$ cat config.mk
export PLATFORM = sky130hd
export DESIGN_NAME = lbdr_route_unit
export DESIGN_NICKNAME = d
export VERILOG_FILES = /design/src/rtl/lbdr_route_unit.sv
export SDC_FILE = /design/constraint.sdc
export NUM_CORES = 1
export LEC_CHECK = 0
export ABC_AREA = 1
export CAP_MARGIN = 20
export CORE_ASPECT_RATIO = 1.75
export CORE_UTILIZATION = 50
export CTS_BUF_LIST = sky130_fd_sc_hd__clkbuf_8
export DETAILED_ROUTE_END_ITERATION = 6
export MAX_ROUTING_LAYER = met4
export PLACE_DENSITY = 0.81
export SYNTH_ARGS = -nofsm -noshare
export SYNTH_HDL_FRONTEND = slang
export SYNTH_SLANG_ARGS = --single-unit
$ cat constraint.sdc
create_clock -name clk -period 3.1 [get_ports clk]
set_clock_uncertainty 0.05 [all_clocks]
set_input_delay 0.775 -clock clk [delete_from_list [all_inputs] [get_ports clk]]
set_output_delay 0.775 -clock clk [all_outputs]
set_load 0.01 [all_outputs]
$ cat src/rtl/lbdr_route_unit.sv
// lbdr_route_unit: logic-based distributed routing for one 2D-mesh input port.
// A header at the input buffer head is evaluated against the configured
// routing bits (Rxy), connectivity bits (Cx) and own address. The resulting
// output-port vector is then locked until the packet's tail flit has been
// forwarded. Packets that have no legal output port are drained and counted.
module lbdr_route_unit #(
  parameter int unsigned X_W     = 2,
  parameter int unsigned Y_W     = 2,
  parameter int unsigned CNT_W   = 8,
  parameter logic [7:0]  RXY_RST = 8'd60,
  parameter logic [3:0]  CX_RST  = 4'hF,
  parameter int unsigned CUR_RST = 5
) (
  input  logic                 clk,
  input  logic                 rst,
  input  logic                 cfg_we,
  input  logic [7:0]           cfg_rxy,
  input  logic [3:0]           cfg_cx,
  input  logic [X_W+Y_W-1:0]   cfg_cur,
  input  logic                 in_valid,
  output logic                 in_ready,
  input  logic [2:0]           flit_id,
  input  logic [X_W+Y_W-1:0]   dst_addr,
  input  logic                 out_ready,
  output logic                 route_valid,
  output logic [4:0]           port_vec,
  output logic [CNT_W-1:0]     drop_cnt,
  output logic                 err_proto
);

  localparam int unsigned A_W = X_W + Y_W;

  // FSM encoding
  localparam logic [1:0] ST_IDLE = 2'd0;
  localparam logic [1:0] ST_LOCK = 2'd1;
  localparam logic [1:0] ST_DROP = 2'd2;

  // port_vec bit positions {L,S,W,E,N}
  localparam int unsigned P_N = 0;
  localparam int unsigned P_E = 1;
  localparam int unsigned P_W = 2;
  localparam int unsigned P_S = 3;
  localparam int unsigned P_L = 4;

  localparam logic [CNT_W-1:0] CNT_MAX = {CNT_W{1'b1}};

  // state and registered outputs
  logic [1:0]       state_q,       state_d;
  logic [4:0]       port_vec_q,    port_vec_d;
  logic             route_valid_q, route_valid_d;
  logic [CNT_W-1:0] drop_cnt_q,    drop_cnt_d;
  logic             err_proto_q,   err_proto_d;
  logic             first_q,       first_d;

  // configuration registers
  logic [7:0]       rxy_q, rxy_d;
  logic [3:0]       cx_q,  cx_d;
  logic [A_W-1:0]   cur_q, cur_d;

  // routing decode
  logic [X_W-1:0]   x_dst, x_cur;
  logic [Y_W-1:0]   y_dst, y_cur;
  logic             n1, s1, e1, w1;
  logic             rne, rnw, ren, res, rwn, rws, rse, rsw;
  logic             cn, ce, cw, cs;
  logic [4:0]       cand_c;

  logic             in_ready_c;
  logic             fire_c;
  logic             is_hdr, is_tail;

  // PAYLOAD bit carries no extra meaning beyond "not header"
  logic             unused_payload_bit;
  assign unused_payload_bit = flit_id[1];

  assign is_hdr  = flit_id[0];
  assign is_tail = flit_id[2];

  // Split addresses into mesh coordinates, y in the upper bits
  always_comb begin
    x_dst = dst_addr[X_W-1:0];
    y_dst = dst_addr[A_W-1:X_W];
    x_cur = cur_q[X_W-1:0];
    y_cur = cur_q[A_W-1:X_W];
  end

  // Name the individual configuration bits
  always_comb begin
    rne = rxy_q[0];
    rnw = rxy_q[1];
    ren = rxy_q[2];
    res = rxy_q[3];
    rwn = rxy_q[4];
    rws = rxy_q[5];
    rse = rxy_q[6];
    rsw = rxy_q[7];
    cn  = cx_q[0];
    ce  = cx_q[1];
    cw  = cx_q[2];
    cs  = cx_q[3];
  end

  // Relative-position comparators against the configured own address
  always_comb begin
    n1 = (y_dst < y_cur);
    s1 = (y_dst > y_cur);
    e1 = (x_dst > x_cur);
    w1 = (x_dst < x_cur);
  end

  // LBDR candidate output ports; diagonal turns gated by Rxy, all by Cx
  always_comb begin
    cand_c      = '0;
    cand_c[P_N] = ((n1 & ~e1 & ~w1) | (n1 & e1 & rne) | (n1 & w1 & rnw)) & cn;
    cand_c[P_E] = ((e1 & ~n1 & ~s1) | (e1 & n1 & ren) | (e1 & s1 & res)) & ce;
    cand_c[P_W] = ((w1 & ~n1 & ~s1) | (w1 & n1 & rwn) | (w1 & s1 & rws)) & cw;
    cand_c[P_S] = ((s1 & ~e1 & ~w1) | (s1 & e1 & rse) | (s1 & w1 & rsw)) & cs;
    cand_c[P_L] = ~n1 & ~s1 & ~e1 & ~w1;
  end

  assign fire_c = in_valid & in_ready_c;

  // Next-state, consume handshake and registered-output updates
  always_comb begin
    state_d       = state_q;
    port_vec_d    = port_vec_q;
    route_valid_d = route_valid_q;
    drop_cnt_d    = drop_cnt_q;
    err_proto_d   = err_proto_q;
    first_d       = first_q;
    rxy_d         = rxy_q;
    cx_d          = cx_q;
    cur_d         = cur_q;
    in_ready_c    = 1'b0;

    case (state_q)
      ST_IDLE: begin
        // Config has priority; a header waiting in the same cycle is
        // evaluated next cycle against the new configuration.
        if (cfg_we) begin
          rxy_d = cfg_rxy;
          cx_d  = cfg_cx;
          cur_d = cfg_cur;
        end
        if (in_valid && !is_hdr) begin
          // Non-header with no open packet: discard and flag
          in_ready_c  = 1'b1;
          err_proto_d = 1'b1;
        end else if (in_valid && !cfg_we) begin
          // Header stays at the buffer head; it is forwarded from LOCK/DROP
          if (cand_c != 5'b0) begin
            state_d       = ST_LOCK;
            port_vec_d    = cand_c;
            route_valid_d = 1'b1;
            first_d       = 1'b1;
          end else begin
            state_d       = ST_DROP;
            port_vec_d    = '0;
            route_valid_d = 1'b0;
            if (drop_cnt_q != CNT_MAX) begin
              drop_cnt_d = drop_cnt_q + CNT_W'(1);
            end
          end
        end
      end

      ST_LOCK: begin
        in_ready_c = out_ready;
        if (cfg_we) begin
          err_proto_d = 1'b1;
        end
        if (fire_c) begin
          first_d = 1'b0;
          if (is_hdr && !first_q) begin
            err_proto_d = 1'b1;
          end
          if (is_tail) begin
            state_d       = ST_IDLE;
            port_vec_d    = '0;
            route_valid_d = 1'b0;
          end
        end
      end

      ST_DROP: begin
        in_ready_c = 1'b1;
        if (cfg_we) begin
          err_proto_d = 1'b1;
        end
        if (fire_c && is_tail) begin
          state_d = ST_IDLE;
        end
      end

      default: begin
        state_d       = ST_IDLE;
        port_vec_d    = '0;
        route_valid_d = 1'b0;
      end
    endcase
  end

  // State, output and configuration registers with synchronous reset
  always_ff @(posedge clk) begin
    if (rst) begin
      state_q       <= ST_IDLE;
      port_vec_q    <= '0;
      route_valid_q <= 1'b0;
      drop_cnt_q    <= '0;
      err_proto_q   <= 1'b0;
      first_q       <= 1'b0;
      rxy_q         <= RXY_RST;
      cx_q          <= CX_RST;
      cur_q         <= A_W'(CUR_RST);
    end else begin
      state_q       <= state_d;
      port_vec_q    <= port_vec_d;
      route_valid_q <= route_valid_d;
      drop_cnt_q    <= drop_cnt_d;
      err_proto_q   <= err_proto_d;
      first_q       <= first_d;
      rxy_q         <= rxy_d;
      cx_q          <= cx_d;
      cur_q         <= cur_d;
    end
  end

  // Nothing is consumed while reset is asserted
  assign in_ready    = in_ready_c & ~rst;
  assign route_valid = route_valid_q;
  assign port_vec    = port_vec_q;
  assign drop_cnt    = drop_cnt_q;
  assign err_proto   = err_proto_q;

endmodule

==> qor.txt, run 1 <==
Psw -> 801 uW
CORE AREA -> 3430 um^2
Clock share of power -> 16.1%
Yosys warns -> 0
Reg area -> 681 um^2
Power Total -> 1860 uW
Post-Syn Area -> 1810 um^2
Max Transition Viols Final -> 0
Syn_area_per_cell -> 7.41 um^2
Drt pass-1 iters -> 4
# resized after CTS -> 0
Gr busiest metal -> met2
ANT cells -> 0
Rel. slew slack -> 61.3%
Initial antenna violation count -> 0
# DRC -> 0
Max FO, Critical Path -> 3
Reg2Reg Depth -> 12
Slowest CP cell -> clkdlybuf4s50_1
Final Hold Fails -> 0
Pin count of the biggest net entering global routing -> 22
Outcome -> completed
Worst Tran Pin Value -> 0.579 ns
Row count -> 28
Top cell type's share of synthesized area -> 37.6%
Number of global-route vias before repair -> 1587
Setup crit start kind -> input pin
Crit. End Element -> output pin
Power Internal -> 1060 uW
Hold Path Class -> register to register
Dominant cell type by area after synthesis -> dfxtp_1
Final period utilization -> 96.0%
Final setup fails -> 0
Maximum operating frequency -> 0.336 GHz
Clk_lat worst skew -> 0.29 ns
GRT overflow -> 0
Post-CTS Setup Inserts -> 0
Final #Nets -> 327
Post-layout min period -> 2.97 ns
Hold-fix buffers, CTS -> 0
Post-synth EDFFs -> 0
Gr usage total -> 23.5%
Seq pwr share -> 33.1%
FFs w/ async S/R, synth -> 0%
Area of the multi-input gates -> 1010 um^2
RSZ-0062 raised after global routing -> no
Die Ht -> 81.6 um
Post-Syn Nets -> 282
Hpwl dp -> 2.97 mm
Vias per cell -> 5.06
Number of fill cells -> 312
Setup tns final -> 0 ns
Layout cells sized above 1 -> 9.34%
Antenna-violating nets left -> 0
First-pass GRT wire length -> 6.34 mm
WL final -> 3.85 mm
IO Pins -> 44
Max IR drop VDD -> 0.000504 V
Die width -> 47.5 um
Top cells by area, synth -> dfxtp_1 (38%), nand2_1 (11%), ha_1 (6.9%)
PortBufs -> 42
CTS Root Cell -> clkbuf_8
Placer congestion estimate -> 0.894
Initial Utilization -> 52.7%
CP Class -> input pin to output pin
Die area -> 3870 um^2
CTS max path bufs -> 2
Worst-path clk slew -> 0.06 ns
Layout area overhead -> 29.7%
Ys flop type -> dfxtp_1
Vias post-DR -> 1690
CP bufs+invs -> 3
Met2 Use GR -> 42.5%
Worst Path Required -> 2.27 ns
Crit-path leading delay family -> buffers and inverters
CP Depth -> 7
Cells after Synth -> 244
Power density cells -> 793 nW/um^2
Lkg Pwr -> 0.00101 uW
Logic pwr share -> 50.8%
Starting DRC count in detailed routing -> 51
Met1 GRT Util -> 21.7%
Htree depth -> 2
Count of cell types in the netlist -> 30
CTS tree -> done
Arrival time at the worst endpoint -> 2.15 ns
Routed wire per std cell -> 11.5 um
CTS Buf Count -> 5
Hold Crit Depth -> 2
Yosys reg bits -> 34
Max cap viols -> 0
CTS Sinks -> 34
Sequential fraction of the synthesis area -> 37.6%
Crit path cell chain -> clkdlybuf4s50_1, inv_2, nand3_1, nand2_1, nand2_1, nor2_1, clkdlybuf4s50_1
Sw Share -> 43.1%
CP peak stage delay -> 0.54 ns
Met3 Track Usage GR -> 5.93%
-- sequential cells by signal, summed over array words and instances, names as in the netlist --
| name | flops |
|---|---|
| state_q | 2 |
| first_q | 1 |
| rxy_q | 8 |
| route_valid | 1 |
| cur_q | 4 |
| cx_q | 4 |
| port_vec | 5 |
| err_proto | 1 |
| drop_cnt | 8 |
-- layout by cell type, fill, tap and decap left out, types with 4 or more instances in the layout --
cell and n:
a21oi_1 20, clkbuf_8 5, clkdlybuf4s50_1 42, dfxtp_1 34, ha_1 10, inv_1 18, inv_2 6, nand2_1 54
nand2_2 4, nand3_1 19, nand4_1 7, nor2_1 26, o21ai_0 11, xor2_1 7
-- path summary, 6_finish.rpt --
check	start	slack [ns]	end
min reg2reg	rxy_q[6]	0.40	rxy_q[6]
max reg2reg	state_q[0]	0.95	port_vec[0]
min	rxy_q[6]	0.40	rxy_q[6]
max	flit_id[0]	0.13	in_ready
-- per-layer routing --
layer,routed length [um],up-vias
met3,128,5
met2,2160,37
li1,-,891
met4,72,0
met5,0,-
met1,1490,757
-- worst reg2reg max path: stages (launching register included) --
cell and delay (ns):
dfxtp_1 0.36, inv_1 0.10, ha_1 0.42, nand3_1 0.16
nand2_1 0.09, nand2_1 0.06, nor2_1 0.15, nand2_1 0.10
nand2_1 0.08, nand2_2 0.11, inv_2 0.13, nand3_1 0.10
a21oi_1 0.16
-- power by group through the flow --
| stage | registers, uW | clock network [uW] | logic, uW |
|---|---|---|---|
| after floorplan | 630 | 0 | 688 |
| after global placement | 625 | 0 | 932 |
| after detailed placement | 626 | 0 | 950 |
| after CTS | 617 | 303 | 956 |
| after global routing | 633 | 323 | 1060 |
| final | 616 | 300 | 945 |
-- cell usage after synthesis, types with 2 or more instances --
cell and instances:
xor2_1 7, nand3b_1 2, nor3_1 2, inv_1 16, ha_1 10, dfxtp_1 34
nor2_1 26, nand4_1 7, clkbuf_1 5, nand2_1 54, inv_2 6, and2_1 2
o21ai_1 2, a21oi_1 20, nand3_1 19, nor2_2 2, o21ai_0 11, nand2_2 4
o211ai_1 3, clkinv_1 2
-- cell type report --
cell class              count  area share, %
flip-flops and latches     34           29.0
well taps                  45           2.40
inverters                  24           3.84
clock buffers               5           2.93
repair buffers             44           18.6
clock inverters             2          0.320
multi-input cells         180           43.0
-- per-stage QoR --
step	utilization, %	setup slack, ns	hold WS (ns)	std cells	instance area (um^2)
global route	68.4	0.00410	0.429	334	2350
finish	68.4	0.125	0.395	334	2350
global placement	66.1	0.115	0.381	327	2270
floorplan	-	0.911	0.369	244	1810
CTS	68.4	0.112	0.398	334	2350
detailed placement	66.1	0.105	0.389	327	2270
-- kinds of logic after synthesis --
kind of cell,share of synthesized area [%]
fa+ha+maj,6.92
xor+xnor,3.39
flops,37.6
simple gates,32.0
buf+inv,6.64
compound gates,13.4
(Power assumes the default switching activity.)
==> run 2: changes to the inputs <==
--- a/config.mk
+++ b/config.mk
@@ -10,6 +10,7 @@
 export CORE_ASPECT_RATIO = 1.75
 export CORE_UTILIZATION = 50
 export CTS_BUF_LIST = sky130_fd_sc_hd__clkbuf_8
+export CTS_CLUSTER_DIAMETER = 60
 export DETAILED_ROUTE_END_ITERATION = 6
 export MAX_ROUTING_LAYER = met4
 export PLACE_DENSITY = 0.81
==> constraint.sdc (replaced) <==
create_clock -name clk -period 3.1 [get_ports clk]
set_clock_uncertainty 0.05 [all_clocks]
set_input_delay 0.775 -clock clk [delete_from_list [all_inputs] [get_ports clk]]
set_output_delay 0.775 -clock clk [all_outputs]
set_load 0.1 [all_outputs]
==> qor.txt, run 2 (synthesis gave the netlist of run 1 again) <==
Outcome -> completed
Lkg Pwr -> 0.00103 uW (+2.9%)
Die Ht -> 81.6 um (unchanged)
First-pass GRT wire length -> 6.18 mm (-2.5%)
Layout area overhead -> 27.9%
CTS Root Cell -> clkbuf_8
Die area -> 3870 um^2 (unchanged)
Worst Path Required -> 2.27 ns (about the same)
Arrival time at the worst endpoint -> 1.99 ns (-0.16 ns)
Initial Utilization -> 52.7% (unchanged)
Worst hold margin -> 0.404 ns (+0.00935 ns)
Placer congestion estimate -> 0.867 (-3.1%)
Max FO, Critical Path -> 3 (unchanged)
ANT cells -> 0 (unchanged)
Setup tns final -> 0 ns (unchanged)
CTS tree -> done
Final Hold Fails -> 0 (unchanged)
CP Class -> input pin to output pin
Layout cells sized above 1 -> 14.9% (+5.6 points)
Most common cell after layout, fill and taps aside -> nand2_1
Post-CTS Setup Inserts -> 0 (unchanged)
Most frequent cells in the layout -> nand2_1 (54), dfxtp_1 (34), clkdlybuf4s50_1 (26), nor2_1 (25), a21oi_1 (20)
Final setup fails -> 0 (unchanged)
Top sig layer -> met4
CORE AREA -> 3430 um^2 (unchanged)
Antenna-violating nets left -> 0 (unchanged)
Routed wire per std cell -> 11.4 um (-1.3%)
Rel. slew slack -> 61.1% (-0.23 points)
Vias post-DR -> 1693 (+0.18%)
Final period utilization -> 90.8% (-5.2 points)
Max Transition Viols Final -> 0 (unchanged)
# DRC -> 0 (unchanged)
Worst-path clk slew -> 0.06 ns (about the same)
# resized after CTS -> 0 (unchanged)
CTS Sinks -> 34 (unchanged)
Number of global-route vias before repair -> 1531 (-3.5%)
Post-Route M1 WL -> 1.48 mm (-1.1%)
Vias per cell -> 5.08 (+0.48%)
Crit. End Element -> output pin
Worst Tran Pin Value -> 0.583 ns (+0.00347 ns)
Max cap viols -> 0 (unchanged)
Die width -> 47.5 um (unchanged)
Setup crit start kind -> input pin
Maximum operating frequency -> 0.355 GHz (+5.7%)
PortBufs -> 42 (unchanged)
WL final -> 3.79 mm (-1.6%)
Pin count of the biggest net entering global routing -> 22 (unchanged)
Row count -> 28 (unchanged)
Hpwl dp -> 2.85 mm (-3.8%)
Gr usage total -> 23.0% (-0.54 points)
IO Pins -> 44 (unchanged)
CTS max path bufs -> 2 (unchanged)
DR WL met2 -> 2.11 mm (-2.4%)
Starting DRC count in detailed routing -> 27 (-47%)
Hold Path Class -> register to register
Final #Nets -> 326 (-0.31%)
Max IR drop VDD -> 0.000555 V (+10%)
Initial antenna violation count -> 0 (unchanged)
Post-layout min period -> 2.81 ns (-0.160 ns)
Htree depth -> 2 (unchanged)
Drt pass-1 iters -> 4 (unchanged)
Met3 Routed Length -> 130 um (+1.6%)
RSZ-0062 raised after global routing -> no
CTS Buf Count -> 5 (unchanged)
Hold-fix buffers, CTS -> 0 (unchanged)
Clk_lat worst skew -> 0.28 ns (about the same)
Power density cells -> 924 nW/um^2 (+17%)
GRT overflow -> 0 (unchanged)
[run 2: cell types whose count changed in the layout (fill, tap and decap cells not counted)]
cell	before	now
clkdlybuf4s50_1	42	26
buf_4	2	16
buf_12	0	1
nor2_1	26	25
nor2_2	2	3
[run 2: critical path: stages]
cell and delay (ns):
clkdlybuf4s50_1 0.56, nand3_1 0.15, nand2_1 0.10, nand2_1 0.08, nor2_2 0.13, buf_12 0.19
[run 2: final cells by class]
| cell class | instances | area (um^2) |
|---|---|---|
| Fill cell | 309 | 1120 |
| Multi-Input combinational cell | 180 | 1010 |
| Sequential cell | 34 | 681 |
| Timing Repair Buffer | 43 | 400 |
| Inverter | 24 | 90.1 |
| Clock buffer | 5 | 68.8 |
| Tap cell | 45 | 56.3 |
| Clock inverter | 2 | 7.51 |
[run 2: power breakdown]
group / leakage [uW] / internal [uW] / switching [uW]
clock: 0.0000466 / 148 / 142
combinational: 0.000708 / 358 / 870
sequential: 0.000279 / 551 / 69.6
total: 0.00103 / 1060 / 1080
[run 2: through the flow]
stage,area (um^2),utilization (%),power (uW),worst slack [ns],cells
floorplan,1810,-,1610,0.439,244
global placement,2240,65.2,1850,0.278,326
detailed placement,2240,65.2,1860,0.274,326
CTS,2310,67.4,2160,0.295,333
global route,2310,67.4,2300,0.230,333
finish,2310,67.4,2140,0.285,333
[run 2: metal layers]
layer | track usage [%] | vias to the layer above
li1 | - | 892
met1 | 20.7 | 747
met2 | 42.2 | 48
met3 | 5.71 | 6
met4 | 10.0 | 0
met5 | - | -
[run 2: path summary, 6_finish.rpt]
check,slack [ns],from,cells past startpoint,endpoint
min,0.40,rxy_q[6],2,rxy_q[6]
max reg2reg,0.96,state_q[0],12,port_vec[0]
max,0.29,in_valid,6,in_ready
min reg2reg,0.40,rxy_q[6],2,rxy_q[6]
==> run 3: changes to the inputs <==
--- a/config.mk
+++ b/config.mk
@@ -12,6 +12,7 @@
 export CTS_BUF_LIST = sky130_fd_sc_hd__clkbuf_8
 export CTS_CLUSTER_DIAMETER = 60
 export DETAILED_ROUTE_END_ITERATION = 6
+export GPL_TIMING_DRIVEN = 0
 export MAX_ROUTING_LAYER = met4
 export PLACE_DENSITY = 0.81
 export SYNTH_ARGS = -nofsm -noshare
==> qor.txt, run 3 (synthesis gave the netlist of run 1 again) <==
Outcome -> completed
Die width -> 47.5 um (unchanged)
Max cap viols -> 0 (unchanged)
Layout cells sized above 1 -> 10.6% (-4.4 points)
RSZ-0062 raised after global routing -> no
Vias post-DR -> 1748 (+3.2%)
Crit path cell chain -> clkdlybuf4s50_1, nand3_1, nand2_1, nand2_1, nor2_2, buf_2
Hold Path Sink -> rxy_q[6]
Final setup fails -> 0 (unchanged)
Most frequent cells in the layout -> nand2_1 (54), clkdlybuf4s50_1 (41), dfxtp_1 (34), nor2_1 (25), a21oi_1 (20)
Most common cell after layout, fill and taps aside -> nand2_1
CP peak stage delay -> 0.57 ns (about the same)
DR WL met2 -> 2.34 mm (+11%)
IO Pins -> 44 (unchanged)
Rel. slew slack -> 34.5% (-27 points)
CP Class -> input pin to output pin
Capture point of the worst reg-to-reg path -> drop_cnt[0]
GRT overflow -> 0 (unchanged)
WL final -> 4.18 mm (+10%)
Layout area overhead -> 33.9%
Util after Layout -> 70.6% (+3.1 points)
Gr usage total -> 25.6% (+2.7 points)
Power density cells -> 993 nW/um^2 (+7.5%)
Final #Nets -> 330 (+1.2%)
Crit-path leading delay family -> buffers and inverters
Pin count of the biggest net entering global routing -> 16 (-27%)
ANT cells -> 0 (unchanged)
Htree depth -> 2 (unchanged)
Vias per cell -> 5.17 (+1.7%)
CTS tree -> done
First-pass GRT wire length -> 6.82 mm (+10%)
PortBufs -> 42 (unchanged)
Initial antenna violation count -> 0 (unchanged)
Met3 Routed Length -> 141 um (+8.5%)
Max IR drop VDD -> 0.000678 V (+22%)
CORE AREA -> 3430 um^2 (unchanged)
Maximum operating frequency -> 0.334 GHz (-6.1%)
Drt pass-1 iters -> 4 (unchanged)
Final Hold Fails -> 0 (unchanged)
Setup crit start kind -> input pin
Die area -> 3870 um^2 (unchanged)
Antenna-violating nets left -> 0 (unchanged)
Top sig layer -> met4
Lkg Pwr -> 0.00103 uW (-0.17%)
Routed wire per std cell -> 12.4 um (+8.5%)
Arrival time at the worst endpoint -> 2.17 ns (+0.18 ns)
Worst hold margin -> 0.406 ns (+0.00152 ns)
Hpwl dp -> 3.13 mm (+9.8%)
Post-CTS Setup Inserts -> 0 (unchanged)
Max FO, Critical Path -> 3 (unchanged)
# DRC -> 0 (unchanged)
Number of global-route vias before repair -> 1637 (+6.9%)
Non-filler cells, final -> 338 (+1.5%)
Pre-CTS worst setup slack -> -0.627 ns (-0.902 ns)
Hold Crit Depth -> 2 (unchanged)
Slowest CP cell -> clkdlybuf4s50_1
Hold-fix buffers, CTS -> 0 (unchanged)
Hold Path Class -> register to register
Starting DRC count in detailed routing -> 37 (+37%)
R2r setup slk -> 1.10 ns (+0.14 ns)
Worst-path clk slew -> 0.06 ns (about the same)
Worst Path Required -> 2.27 ns (about the same)
CTS max path bufs -> 2 (unchanged)
CTS Root Cell -> clkbuf_8
Final period utilization -> 96.7% (+5.9 points)
CTS Buf Count -> 5 (unchanged)
Worst Min Path Start -> rxy_q[6]
Post-layout min period -> 3.00 ns (+0.182 ns)
Max Transition Viols Final -> 0 (unchanged)
# resized after CTS -> 5 (+5)
CP bufs+invs -> 2 (unchanged)
Reg2Reg Depth -> 10 (-2)
Crit. End Element -> output pin
CTS Sinks -> 34 (unchanged)
Post-Route M1 WL -> 1.56 mm (+6.0%)
Placer congestion estimate -> 0.907 (+4.7%)
Clk_lat worst skew -> 0.29 ns (about the same)
Placed cell count -> 331 (+1.5%)
Worst Tran Pin Value -> 0.980 ns (+0.397 ns)
Critical path's most frequent cell -> nand2_1
Post-route worst setup slack -> 0.104 ns (-0.182 ns)
Die Ht -> 81.6 um (unchanged)
Initial Utilization -> 52.7% (unchanged)
Power Total -> 2410 uW (+12%)
Row count -> 28 (unchanged)
Worst r2r src -> state_q[0]
==> run 3: changes by cell type in the layout (fill, tap and decap cells not counted) <==
cell / change
buf_4: -16
clkdlybuf4s50_1: +15
clkbuf_1: +4
bufinv_16: +2
inv_1: -2
buf_12: -1
buf_2: +1
buf_6: +1
clkbuf_8: +1
==> run 3: metal layers <==
layer  global-route usage [%]  vias up
li1                         -      898
met1                     22.9      787
met2                     46.2       49
met3                     6.15       14
met4                     14.0        0
met5                        -        -
==> run 3: worst max path at each step <==
stage | startpoint | to | slack, ns | cells after the start
after floorplan | flit_id[0] | in_ready | 0.44 | 5
after global placement | rst | in_ready | -0.65 | 4
after detailed placement | rst | in_ready | -0.63 | 4
after CTS | in_valid | in_ready | 0.10 | 6
after global routing | in_valid | in_ready | 0.03 | 6
final | in_valid | in_ready | 0.10 | 6
==> run 3: final cells by class <==
cell class	count	area, um^2
flip-flops and latches	34	681
clock buffers	6	82.6
plain buffers	5	26.3
repair buffers	42	415
fillers	315	1010
clock inverters	2	60.1
multi-input cells	180	1010
well taps	45	56.3
inverters	24	90.1
==> run 3: where the power goes <==
group	total, uW	internal (uW)	switching, uW	leakage, uW
Combinational	1280	378	901	0.000682
Clock	509	343	166	0.0000714
Sequential	618	550	67.3	0.000279
==> run 3: stage by stage <==
stage | TNS (ns) | cell area [um^2]
4_1_cts | 0 | 2420
5_1_grt | 0 | 2420
2_1_floorplan | 0 | 1810
3_5_place_dp | -0.627 | 2290
6_report | 0 | 2420
3_3_place_gp | -0.646 | 2290
==> run 3: worst reg2reg max path, cell delays in order, from the launching register on <==
cell and delay [ns]:
dfxtp_1 0.36, inv_1 0.10, ha_1 0.20, buf_6 0.16, inv_2 0.07, a21oi_4 0.13, nand2_2 0.09, a31oi_4 0.30
nand3_4 0.17, xor2_1 0.20, nor2_2 0.04
